File: config.mk
export PLATFORM = sky130hd
export DESIGN_NAME = spi_slave_rx
export DESIGN_NICKNAME = d
export VERILOG_FILES = /design/src/rtl/spi_pkg.sv /design/src/rtl/sync2_edge.sv /design/src/rtl/spi_slave_rx.sv
export SDC_FILE = /design/constraint.sdc
export NUM_CORES = 1
export LEC_CHECK = 0
export CAP_MARGIN = 5
export CORE_ASPECT_RATIO = 0.5
export CORE_MARGIN = 4
export CORE_UTILIZATION = 49
export CTS_CLUSTER_DIAMETER = 40
export DETAILED_ROUTE_END_ITERATION = 10
export HOLD_SLACK_MARGIN = 0.06
export PLACE_DENSITY = 0.77
export REMOVE_ABC_BUFFERS = 1
export SYNTH_ARGS = -nofsm -noshare
export SYNTH_HDL_FRONTEND = slang
export SYNTH_SLANG_ARGS = --single-unit
File: constraint.sdc
create_clock -name clk -period 1.6 [get_ports clk]
set_clock_uncertainty 0.05 [all_clocks]
set_input_delay 0.32 -clock clk [delete_from_list [all_inputs] [get_ports clk]]
set_output_delay 0.32 -clock clk [all_outputs]
set_load 0.05 [all_outputs]
File: src/rtl/spi_pkg.sv
// spi_pkg: shared SPI definitions for the mode-0 responder and spi_master
package spi_pkg;

    typedef enum logic [1:0] {
        ST_IDLE  = 2'd0,
        ST_LOAD  = 2'd1,
        ST_SHIFT = 2'd2
    } spi_state_t;

    localparam int SPI_DATA_W_DEF = 8;

    localparam logic SPI_CPOL = 1'b0;
    localparam logic SPI_CPHA = 1'b0;

endpackage

File: src/rtl/sync2_edge.sv
// sync2_edge: two-flop synchroniser plus a history flop giving level, rise and fall
module sync2_edge #(
    parameter logic RST_VAL = 1'b0
) (
    input  logic clk,
    input  logic rst,
    input  logic d_i,
    output logic level_o,
    output logic rise_o,
    output logic fall_o
);

    logic [2:0] sync_q;

    // two metastability stages, the third stage remembers the previous synced level
    always_ff @(posedge clk) begin
        if (!rst) sync_q <= {3{RST_VAL}};
        else      sync_q <= {sync_q[1:0], d_i};
    end

    assign level_o = sync_q[1];
    assign rise_o  = sync_q[1] & ~sync_q[2];
    assign fall_o  = ~sync_q[1] & sync_q[2];

endmodule

File: src/rtl/spi_slave_rx.sv
// spi_slave_rx: SPI mode-0 responder; optional sticky overrun flag via SPI_SLAVE_OVERRUN_EN
module spi_slave_rx
    import spi_pkg::*;
#(
    parameter int              DATA_W  = SPI_DATA_W_DEF,
    parameter logic [DATA_W-1:0] IDLE_TX = {DATA_W{1'b1}}
) (
    input  logic              clk,
    input  logic              rst,
    input  logic              sclk,
    input  logic              ss,
    input  logic              mosi,
    output logic              miso,
    output logic              miso_oe,
    input  logic [DATA_W-1:0] tx_data,
    input  logic              tx_valid,
    output logic              tx_ready,
    output logic [DATA_W-1:0] rx_data,
    output logic              rx_valid,
    input  logic              rx_ready,
    output logic              frame_err
`ifdef SPI_SLAVE_OVERRUN_EN
   ,output logic              ovr
`endif
);

    localparam int              CW        = $clog2(DATA_W + 1);
    localparam logic [CW-1:0]   CNT_FULL  = CW'(DATA_W);
    localparam logic [CW-1:0]   CNT_LAST  = CW'(DATA_W - 1);
    localparam logic            LEAD_FALL = SPI_CPOL ^ SPI_CPHA;

    logic sclk_lvl, sclk_rise, sclk_fall;
    logic ss_lvl, ss_rise, ss_fall;
    logic mosi_lvl, mosi_rise, mosi_fall;
    logic sclk_lead, sclk_trail;
    logic unused_edges;

    sync2_edge #(.RST_VAL(SPI_CPOL)) u_sclk (
        .clk(clk), .rst(rst), .d_i(sclk),
        .level_o(sclk_lvl), .rise_o(sclk_rise), .fall_o(sclk_fall)
    );

    sync2_edge #(.RST_VAL(1'b1)) u_ss (
        .clk(clk), .rst(rst), .d_i(ss),
        .level_o(ss_lvl), .rise_o(ss_rise), .fall_o(ss_fall)
    );

    sync2_edge #(.RST_VAL(1'b0)) u_mosi (
        .clk(clk), .rst(rst), .d_i(mosi),
        .level_o(mosi_lvl), .rise_o(mosi_rise), .fall_o(mosi_fall)
    );

    assign unused_edges = ^{sclk_lvl, mosi_rise, mosi_fall};
    assign sclk_lead    = LEAD_FALL ? sclk_fall : sclk_rise;
    assign sclk_trail   = LEAD_FALL ? sclk_rise : sclk_fall;

    spi_state_t        state_q, state_d;
    logic [DATA_W-1:0] shreg_q, shreg_d;
    logic [DATA_W-1:0] rx_sr_q, rx_sr_d;
    logic [DATA_W-1:0] tx_buf_q, tx_buf_d;
    logic              tx_full_q, tx_full_d;
    logic [CW-1:0]     bit_cnt_q, bit_cnt_d;
    logic              done_q, done_d;
    logic [DATA_W-1:0] rx_data_q, rx_data_d;
    logic              rx_valid_q, rx_valid_d;
    logic              frame_err_q, frame_err_d;
`ifdef SPI_SLAVE_OVERRUN_EN
    logic              ovr_q, ovr_d;
`endif

    // state and datapath registers; every register returns to its idle value on reset
    always_ff @(posedge clk) begin
        if (!rst) begin
            state_q     <= ST_IDLE;
            shreg_q     <= IDLE_TX;
            rx_sr_q     <= '0;
            tx_buf_q    <= '0;
            tx_full_q   <= 1'b0;
            bit_cnt_q   <= '0;
            done_q      <= 1'b0;
            rx_data_q   <= '0;
            rx_valid_q  <= 1'b0;
            frame_err_q <= 1'b0;
`ifdef SPI_SLAVE_OVERRUN_EN
            ovr_q       <= 1'b0;
`endif
        end else begin
            state_q     <= state_d;
            shreg_q     <= shreg_d;
            rx_sr_q     <= rx_sr_d;
            tx_buf_q    <= tx_buf_d;
            tx_full_q   <= tx_full_d;
            bit_cnt_q   <= bit_cnt_d;
            done_q      <= done_d;
            rx_data_q   <= rx_data_d;
            rx_valid_q  <= rx_valid_d;
            frame_err_q <= frame_err_d;
`ifdef SPI_SLAVE_OVERRUN_EN
            ovr_q       <= ovr_d;
`endif
        end
    end

    // next state: frame sequencing, bit shifting, word delivery and reply buffering
    always_comb begin
        state_d     = state_q;
        shreg_d     = shreg_q;
        rx_sr_d     = rx_sr_q;
        tx_buf_d    = tx_buf_q;
        tx_full_d   = tx_full_q;
        bit_cnt_d   = bit_cnt_q;
        done_d      = 1'b0;
        rx_data_d   = rx_data_q;
        rx_valid_d  = rx_valid_q;
        frame_err_d = 1'b0;
`ifdef SPI_SLAVE_OVERRUN_EN
        ovr_d       = ovr_q;
`endif
        if (rx_valid_q && rx_ready) rx_valid_d = 1'b0;
        if (done_q) begin
`ifdef SPI_SLAVE_OVERRUN_EN
            if (rx_valid_q && !rx_ready) begin
                ovr_d = 1'b1;
            end else begin
                rx_data_d  = rx_sr_q;
                rx_valid_d = 1'b1;
            end
`else
            rx_data_d  = rx_sr_q;
            rx_valid_d = 1'b1;
`endif
        end
        case (state_q)
            ST_IDLE: begin
                if (ss_fall) state_d = ST_LOAD;
            end
            ST_LOAD: begin
                shreg_d   = tx_full_q ? tx_buf_q : IDLE_TX;
                tx_full_d = 1'b0;
                bit_cnt_d = '0;
                state_d   = ss_rise ? ST_IDLE : ST_SHIFT;
            end
            ST_SHIFT: begin
                if (ss_rise) begin
                    state_d     = ST_IDLE;
                    bit_cnt_d   = '0;
                    frame_err_d = (bit_cnt_q != '0) && (bit_cnt_q < CNT_FULL);
                end else if (sclk_lead) begin
                    rx_sr_d   = {rx_sr_q[DATA_W-2:0], mosi_lvl};
                    bit_cnt_d = bit_cnt_q + CW'(1);
                    done_d    = (bit_cnt_q == CNT_LAST);
                end else if (sclk_trail) begin
                    if (bit_cnt_q == CNT_FULL) begin
                        shreg_d   = tx_full_q ? tx_buf_q : IDLE_TX;
                        tx_full_d = 1'b0;
                        bit_cnt_d = '0;
                    end else begin
                        shreg_d = shreg_q << 1;
                    end
                end
            end
            default: state_d = ST_IDLE;
        endcase
        // a handshake in the same cycle as a reload lands in the freshly emptied buffer
        if (tx_valid && !tx_full_q) begin
            tx_buf_d  = tx_data;
            tx_full_d = 1'b1;
        end
    end

    assign miso      = (state_q == ST_IDLE) ? 1'b1 : shreg_q[DATA_W-1];
    assign miso_oe   = (state_q != ST_IDLE) && !ss_lvl;
    assign tx_ready  = !tx_full_q;
    assign rx_data   = rx_data_q;
    assign rx_valid  = rx_valid_q;
    assign frame_err = frame_err_q;
`ifdef SPI_SLAVE_OVERRUN_EN
    assign ovr       = ovr_q;
`endif

endmodule
==> results.sh, run 1 <==
export IMPL_num_antenna_cells=0
export IMPL_place_ws_ns=-0.00572
export IMPL_die_area_um2=5600
export IMPL_die_h_um=55.0
export IMPL_antenna_found_initial=0
export IMPL_slew_headroom=0.672
export IMPL_ir_drop_mv=0.577
export IMPL_wl_per_cell_um=13.1
export IMPL_final_cell_mix="dfxtp_1, nand2_1, buf_4"
export IMPL_synthCells=240
export IMPL_synth_edf_count=0
export IMPL_critPathMaxFanout=3
export IMPL_maxCapViolCount=0
export IMPL_syn_area_per_cell_um2=9.01
export IMPL_rr_endpoint="shreg_q[5]"
export IMPL_vias_per_cell=5.04
export IMPL_grt_max_degree=20
export IMPL_critPathLaunch="state_q[0]"
export IMPL_numCtsBuffers=5
export IMPL_finalCritPeriodShare=1.01
export IMPL_cts_sinks=50
export IMPL_gr_total_overflow=0
export IMPL_hp_class="flop to flop"
export IMPL_place_congestion=0.757
export IMPL_cts_root_buf="clkbuf_8"
export IMPL_r2r_setup_slack_ns=0.04
export IMPL_synth_seq_cells=50
export IMPL_setup_ws_ns=-0.0222
export IMPL_synthFlopType="dfxtp_1"
export IMPL_via_count=1668
export IMPL_core_area_um2=4060
export IMPL_rsz0062_at_grt="true"
export IMPL_tritoncts="built"
export IMPL_startpoint_type="flop"
export IMPL_clk_pin_slew_worst_paths_ns=0.08
export IMPL_drc_errors=0
export IMPL_final_common_cell="dfxtp_1"
export IMPL_hold_viol_final=0
export IMPL_synth_distinct_cells=41
export IMPL_hpwl_mm=2.95
export IMPL_fin_nets=298
export IMPL_fp_dieW_um=102
export IMPL_initial_core_util=0.532
export IMPL_syn_area_um2=2160
export IMPL_clockBufferDepth=2
export IMPL_leakage_nw=1.07
export IMPL_powerDensity_nw_per_um2=982
export IMPL_drt_first_pass_iters=4
export IMPL_crit_type="flop to output port"
export IMPL_insertion_delay_ns=0.30
export IMPL_finalPower_w=0.00279
export IMPL_setup_viol=1
export IMPL_finalCriticalPeriod_ns=1.62
export IMPL_worst_pin_slew_ns=0.491
export IMPL_crit_end="miso"
export IMPL_rows=16
export IMPL_violations="setup timing"
export IMPL_fmax_ghz=0.616
export IMPL_holdWs_ns=0.369
export IMPL_h_tree_depth=2
export IMPL_design_area_um2=2840
export IMPL_numPortBuffers=27
export IMPL_place_area_um2=2630
export IMPL_status="complete, but fails checks"
export IMPL_cp_required_ns=1.23
export IMPL_drive_above_1_share=0.217
export IMPL_reg2reg_depth=6
export IMPL_arrival_ns=1.25
export IMPL_grt_total_usage=0.169
export IMPL_stdcell_count=331
export IMPL_antenna_left=0
export IMPL_synthArstFlopShare=0
export IMPL_yosysWarnings=0
export IMPL_io_pins=28
export IMPL_yosysSeqAreaShare=0.463
export IMPL_r2r_start="state_q[1]"
export IMPL_grt_pass1_wl_mm=7.04
export IMPL_first_iter_violations=75
export IMPL_place_inst=319
export IMPL_synthToLayoutAreaGrowth_pct=31.2
export IMPL_wirelength_mm=4.32
export IMPL_drv_slew=0
export IMPL_cp_end_kind="output port"
export IMPL_grt_pass1_vias=1564
cell type report:
cell class | count | area [um2]
Inverter | 7 | 28.8
Multi-Input combinational cell | 168 | 1120
Fill cell | 314 | 1230
Timing Repair Buffer | 45 | 534
Tap cell | 54 | 67.6
Sequential cell | 50 | 1000
Clock buffer | 7 | 76.3
power breakdown:
part	leakage [nW]	internal, W	switching [W]
registers	0.408	0.00131	0.0000396
logic	0.627	0.000366	0.000391
clock network	0.0383	0.000301	0.000376
through the flow:
stage,utilization,TNS (ns)
2_1_floorplan,-,-0.0875
3_3_place_gp,0.646,0
3_5_place_dp,0.646,-0.00572
4_1_cts,0.675,-0.0451
5_1_grt,0.698,-0.244
6_report,0.698,-0.0222
cell usage after synthesis (2+ instances only):
cell type | count | area (um2)
a211oi_1 | 2 | 15.0
a21boi_0 | 17 | 128
a21oi_1 | 5 | 25.0
and2_1 | 6 | 37.5
buf_2 | 5 | 25.0
buf_6 | 3 | 33.8
clkbuf_1 | 6 | 22.5
dfxtp_1 | 50 | 1000
ha_1 | 6 | 75.1
inv_1 | 6 | 22.5
mux2i_1 | 9 | 90.1
nand2_1 | 47 | 176
nand2b_1 | 6 | 37.5
nand3_1 | 4 | 20.0
nor2_1 | 11 | 41.3
nor2b_1 | 13 | 81.3
nor3_1 | 9 | 45.0
o21a_1 | 3 | 22.5
o21ai_0 | 4 | 20.0
o22ai_1 | 2 | 12.5
o311ai_1 | 5 | 43.8
or2_2 | 2 | 12.5
cells by family (layout without fill, tap and decap cells):
logic type / after synthesis / count (layout) / synth area share
AOI/OAI and AO/OA: 48 / 48 / 0.171
adders and majority gates: 6 / 6 / 0.0347
buffers and inverters: 22 / 59 / 0.0532
DFF: 50 / 50 / 0.463
muxes: 10 / 10 / 0.0469
and+or+nand+nor: 104 / 104 / 0.231
sequential cells by signal (all words and copies together) (netlist names):
register / count
rx_data: 8
rx_sr_q: 8
shreg_q: 8
tx_buf_q: 8
bit_cnt_q: 4
u_sclk.sync_q: 3
u_ss.sync_q: 3
state_q: 2
u_mosi.sync_q: 2
done_q: 1
frame_err: 1
rx_valid: 1
tx_full_q: 1
repair_timing:
action,in CTS,in global routing
pin swaps,1,2
endpoints found under the setup margin,3,19
hold buffers,0,0
setup buffers,2,3
resized for setup,10,18
metal layers:
layer	global-route usage	vias to the layer above	routed length, um
met4	0.0806	0	91
met3	0.0601	8	238
li1	-	874	-
met5	0	-	0
met1	0.198	747	2010
met2	0.286	39	1990
worst min-delay path by stage:
stage,start,endpoint,slack (ns),cells after the start
floorplan,u_ss.sync_q[0],u_ss.sync_q[1],0.34,1
CTS,u_ss.sync_q[0],u_ss.sync_q[1],0.37,1
finish,u_ss.sync_q[0],u_ss.sync_q[1],0.37,1
global route,u_ss.sync_q[0],u_ss.sync_q[1],0.38,1
global placement,u_ss.sync_q[0],u_ss.sync_q[1],0.34,1
detailed placement,u_ss.sync_q[0],u_ss.sync_q[1],0.35,1
worst max-delay path, stage by stage, from the launching register on:
cell and delay, ns:
dfxtp_2 0.36, inv_4 0.05, ha_4 0.16, or2_4 0.23
buf_8 0.15
(Power assumes the default switching activity.)
==> run 2, diff against run 1 <==
--- a/config.mk
+++ b/config.mk
@@ -12,7 +12,7 @@
 export CTS_CLUSTER_DIAMETER = 40
 export DETAILED_ROUTE_END_ITERATION = 10
 export HOLD_SLACK_MARGIN = 0.06
-export PLACE_DENSITY = 0.77
+export PLACE_DENSITY = 0.71
 export REMOVE_ABC_BUFFERS = 1
 export SYNTH_ARGS = -nofsm -noshare
 export SYNTH_HDL_FRONTEND = slang
==> results.sh, run 2 (synthesis gave the netlist of run 1 again) <==
export IMPL_status="complete, but fails checks"
export IMPL_violations="setup timing"
export IMPL_first_iter_violations=79
export IMPL_rsz0062_at_grt="true"
export IMPL_drt_first_pass_iters=4
export IMPL_cp_slowest_cell="dfxtp_2"
export IMPL_hold_buffers=0
export IMPL_antenna_found_initial=0
export IMPL_design_area_um2=2820
export IMPL_finalCriticalPeriod_ns=1.60
export IMPL_multi_input_area_um2=1100
export IMPL_slew_headroom=0.672
export IMPL_drive_above_1_share=0.223
export IMPL_powerDensity_nw_per_um2=994
export IMPL_fp_dieW_um=102
export IMPL_fill_cells=306
export IMPL_io_pins=28
export IMPL_path_buf_inv=2
export IMPL_setup_ws_ns=-0.00249
export IMPL_antenna_left=0
export IMPL_cp_required_ns=1.23
export IMPL_via_count=1694
export IMPL_cp_end_kind="output port"
export IMPL_arrival_ns=1.23
export IMPL_cpLargestDelayFamily="flip-flops"
export IMPL_reg2reg_depth=6
export IMPL_r2r_setup_slack_ns=0.08
export IMPL_clockBufferDepth=2
export IMPL_holdPathStages=1
export IMPL_worst_pin_slew_ns=0.492
export IMPL_wirelength_mm=4.16
export IMPL_ir_drop_mv=0.455
export IMPL_h_tree_depth=2
export IMPL_crit_chain="inv_2 > ha_4 > or2_4 > buf_8"
export IMPL_place_congestion=0.788
export IMPL_crit_type="flop to output port"
export IMPL_route_met3_wl_um=214
export IMPL_final_cell_mix="dfxtp_1, nand2_1, a21boi_0"
export IMPL_synthToLayoutAreaGrowth_pct=30.6
export IMPL_grt_total_usage=0.167
export IMPL_grt_pass1_vias=1643
export IMPL_wl_per_cell_um=12.5
export IMPL_drc_errors=0
export IMPL_maxCapViolCount=0
export IMPL_numCtsBuffers=5
export IMPL_wl_met1_mm=2.04
export IMPL_hp_class="flop to flop"
export IMPL_core_area_um2=4060
export IMPL_final_common_cell="dfxtp_1"
export IMPL_rows=16
export IMPL_gr_total_overflow=0
export IMPL_fmax_ghz=0.624
export IMPL_tritoncts="built"
export IMPL_initial_core_util=0.532
export IMPL_place_area_um2=2620
export IMPL_hpwl_mm=2.90
export IMPL_num_antenna_cells=0
export IMPL_wl_met2_mm=1.85
export IMPL_critPathMaxFanout=3
export IMPL_grt_max_degree=16
export IMPL_final_util=0.695
export IMPL_drv_slew=0
export IMPL_cts_sinks=50
export IMPL_setup_viol=1
export IMPL_numPortBuffers=27
export IMPL_die_area_um2=5600
export IMPL_hold_viol_final=0
export IMPL_startpoint_type="flop"
export IMPL_grt_pass1_wl_mm=7.25
export IMPL_vias_per_cell=5.10
export IMPL_ff_latch_area_um2=1000
export IMPL_die_h_um=55.0
export IMPL_slowest_delay_ns=0.35
export IMPL_finalCritPeriodShare=1.00
export IMPL_insertion_delay_ns=0.29
export IMPL_cts_root_buf="clkbuf_8"
export IMPL_place_ws_ns=0.0383
export IMPL_leakage_nw=1.07
export IMPL_cp_depth=4
export IMPL_highest_layer="met4"
export IMPL_fin_nets=298
export IMPL_clk_pin_slew_worst_paths_ns=0.08
-- run 2: worst register-to-register path, cell delays in order (launching register included) --
cell,delay (ns)
dfxtp_2,0.35
buf_4,0.12
ha_2,0.20
buf_6,0.16
a31oi_4,0.11
buf_12,0.17
o311ai_1,0.28
-- run 2: layout make-up --
cell class,count,area share
clock buffer,7,0.0306
clock inverter,1,0.00177
inverter,7,0.00930
multi-input combinational,168,0.388
sequential,50,0.356
tap,54,0.0239
timing repair buffer,45,0.191
-- run 2: final timing paths --
path	from	endpoint
max	state_q[1]	miso
min	u_ss.sync_q[0]	u_ss.sync_q[1]
max reg2reg	state_q[1]	shreg_q[5]
min reg2reg	u_ss.sync_q[0]	u_ss.sync_q[1]
-- run 2: routing by layer --
metal | GRT usage | vias up
met5 | 0 | -
met4 | 0.0632 | 0
met3 | 0.0451 | 6
met2 | 0.295 | 36
met1 | 0.200 | 773
li1 | - | 879
-- run 2: stage by stage --
step	TNS [ns]	cells	total power (W)	hold slack (ns)
6_report	-0.00249	332	0.00281	0.367
4_1_cts	-0.000737	329	0.00274	0.366
3_5_place_dp	0	318	0.00195	0.346
5_1_grt	-0.0876	332	0.00295	0.388
2_1_floorplan	-0.0875	225	0.00172	0.336
3_3_place_gp	0	318	0.00194	0.343
-- run 2: where the power goes --
part | internal, W | leakage, nW | switching, W
clock | 0.000349 | 0.0482 | 0.000378
combinational | 0.000356 | 0.618 | 0.000375
sequential | 0.00131 | 0.408 | 0.0000369
-- run 2: timing repair --
| action | in CTS | in global routing |
|---|---|---|
| endpoints found under the setup margin | 2 | 20 |
| gates resized for setup | 9 | 15 |
| pin swaps | 1 | 2 |
| buffers inserted | 3 | 3 |
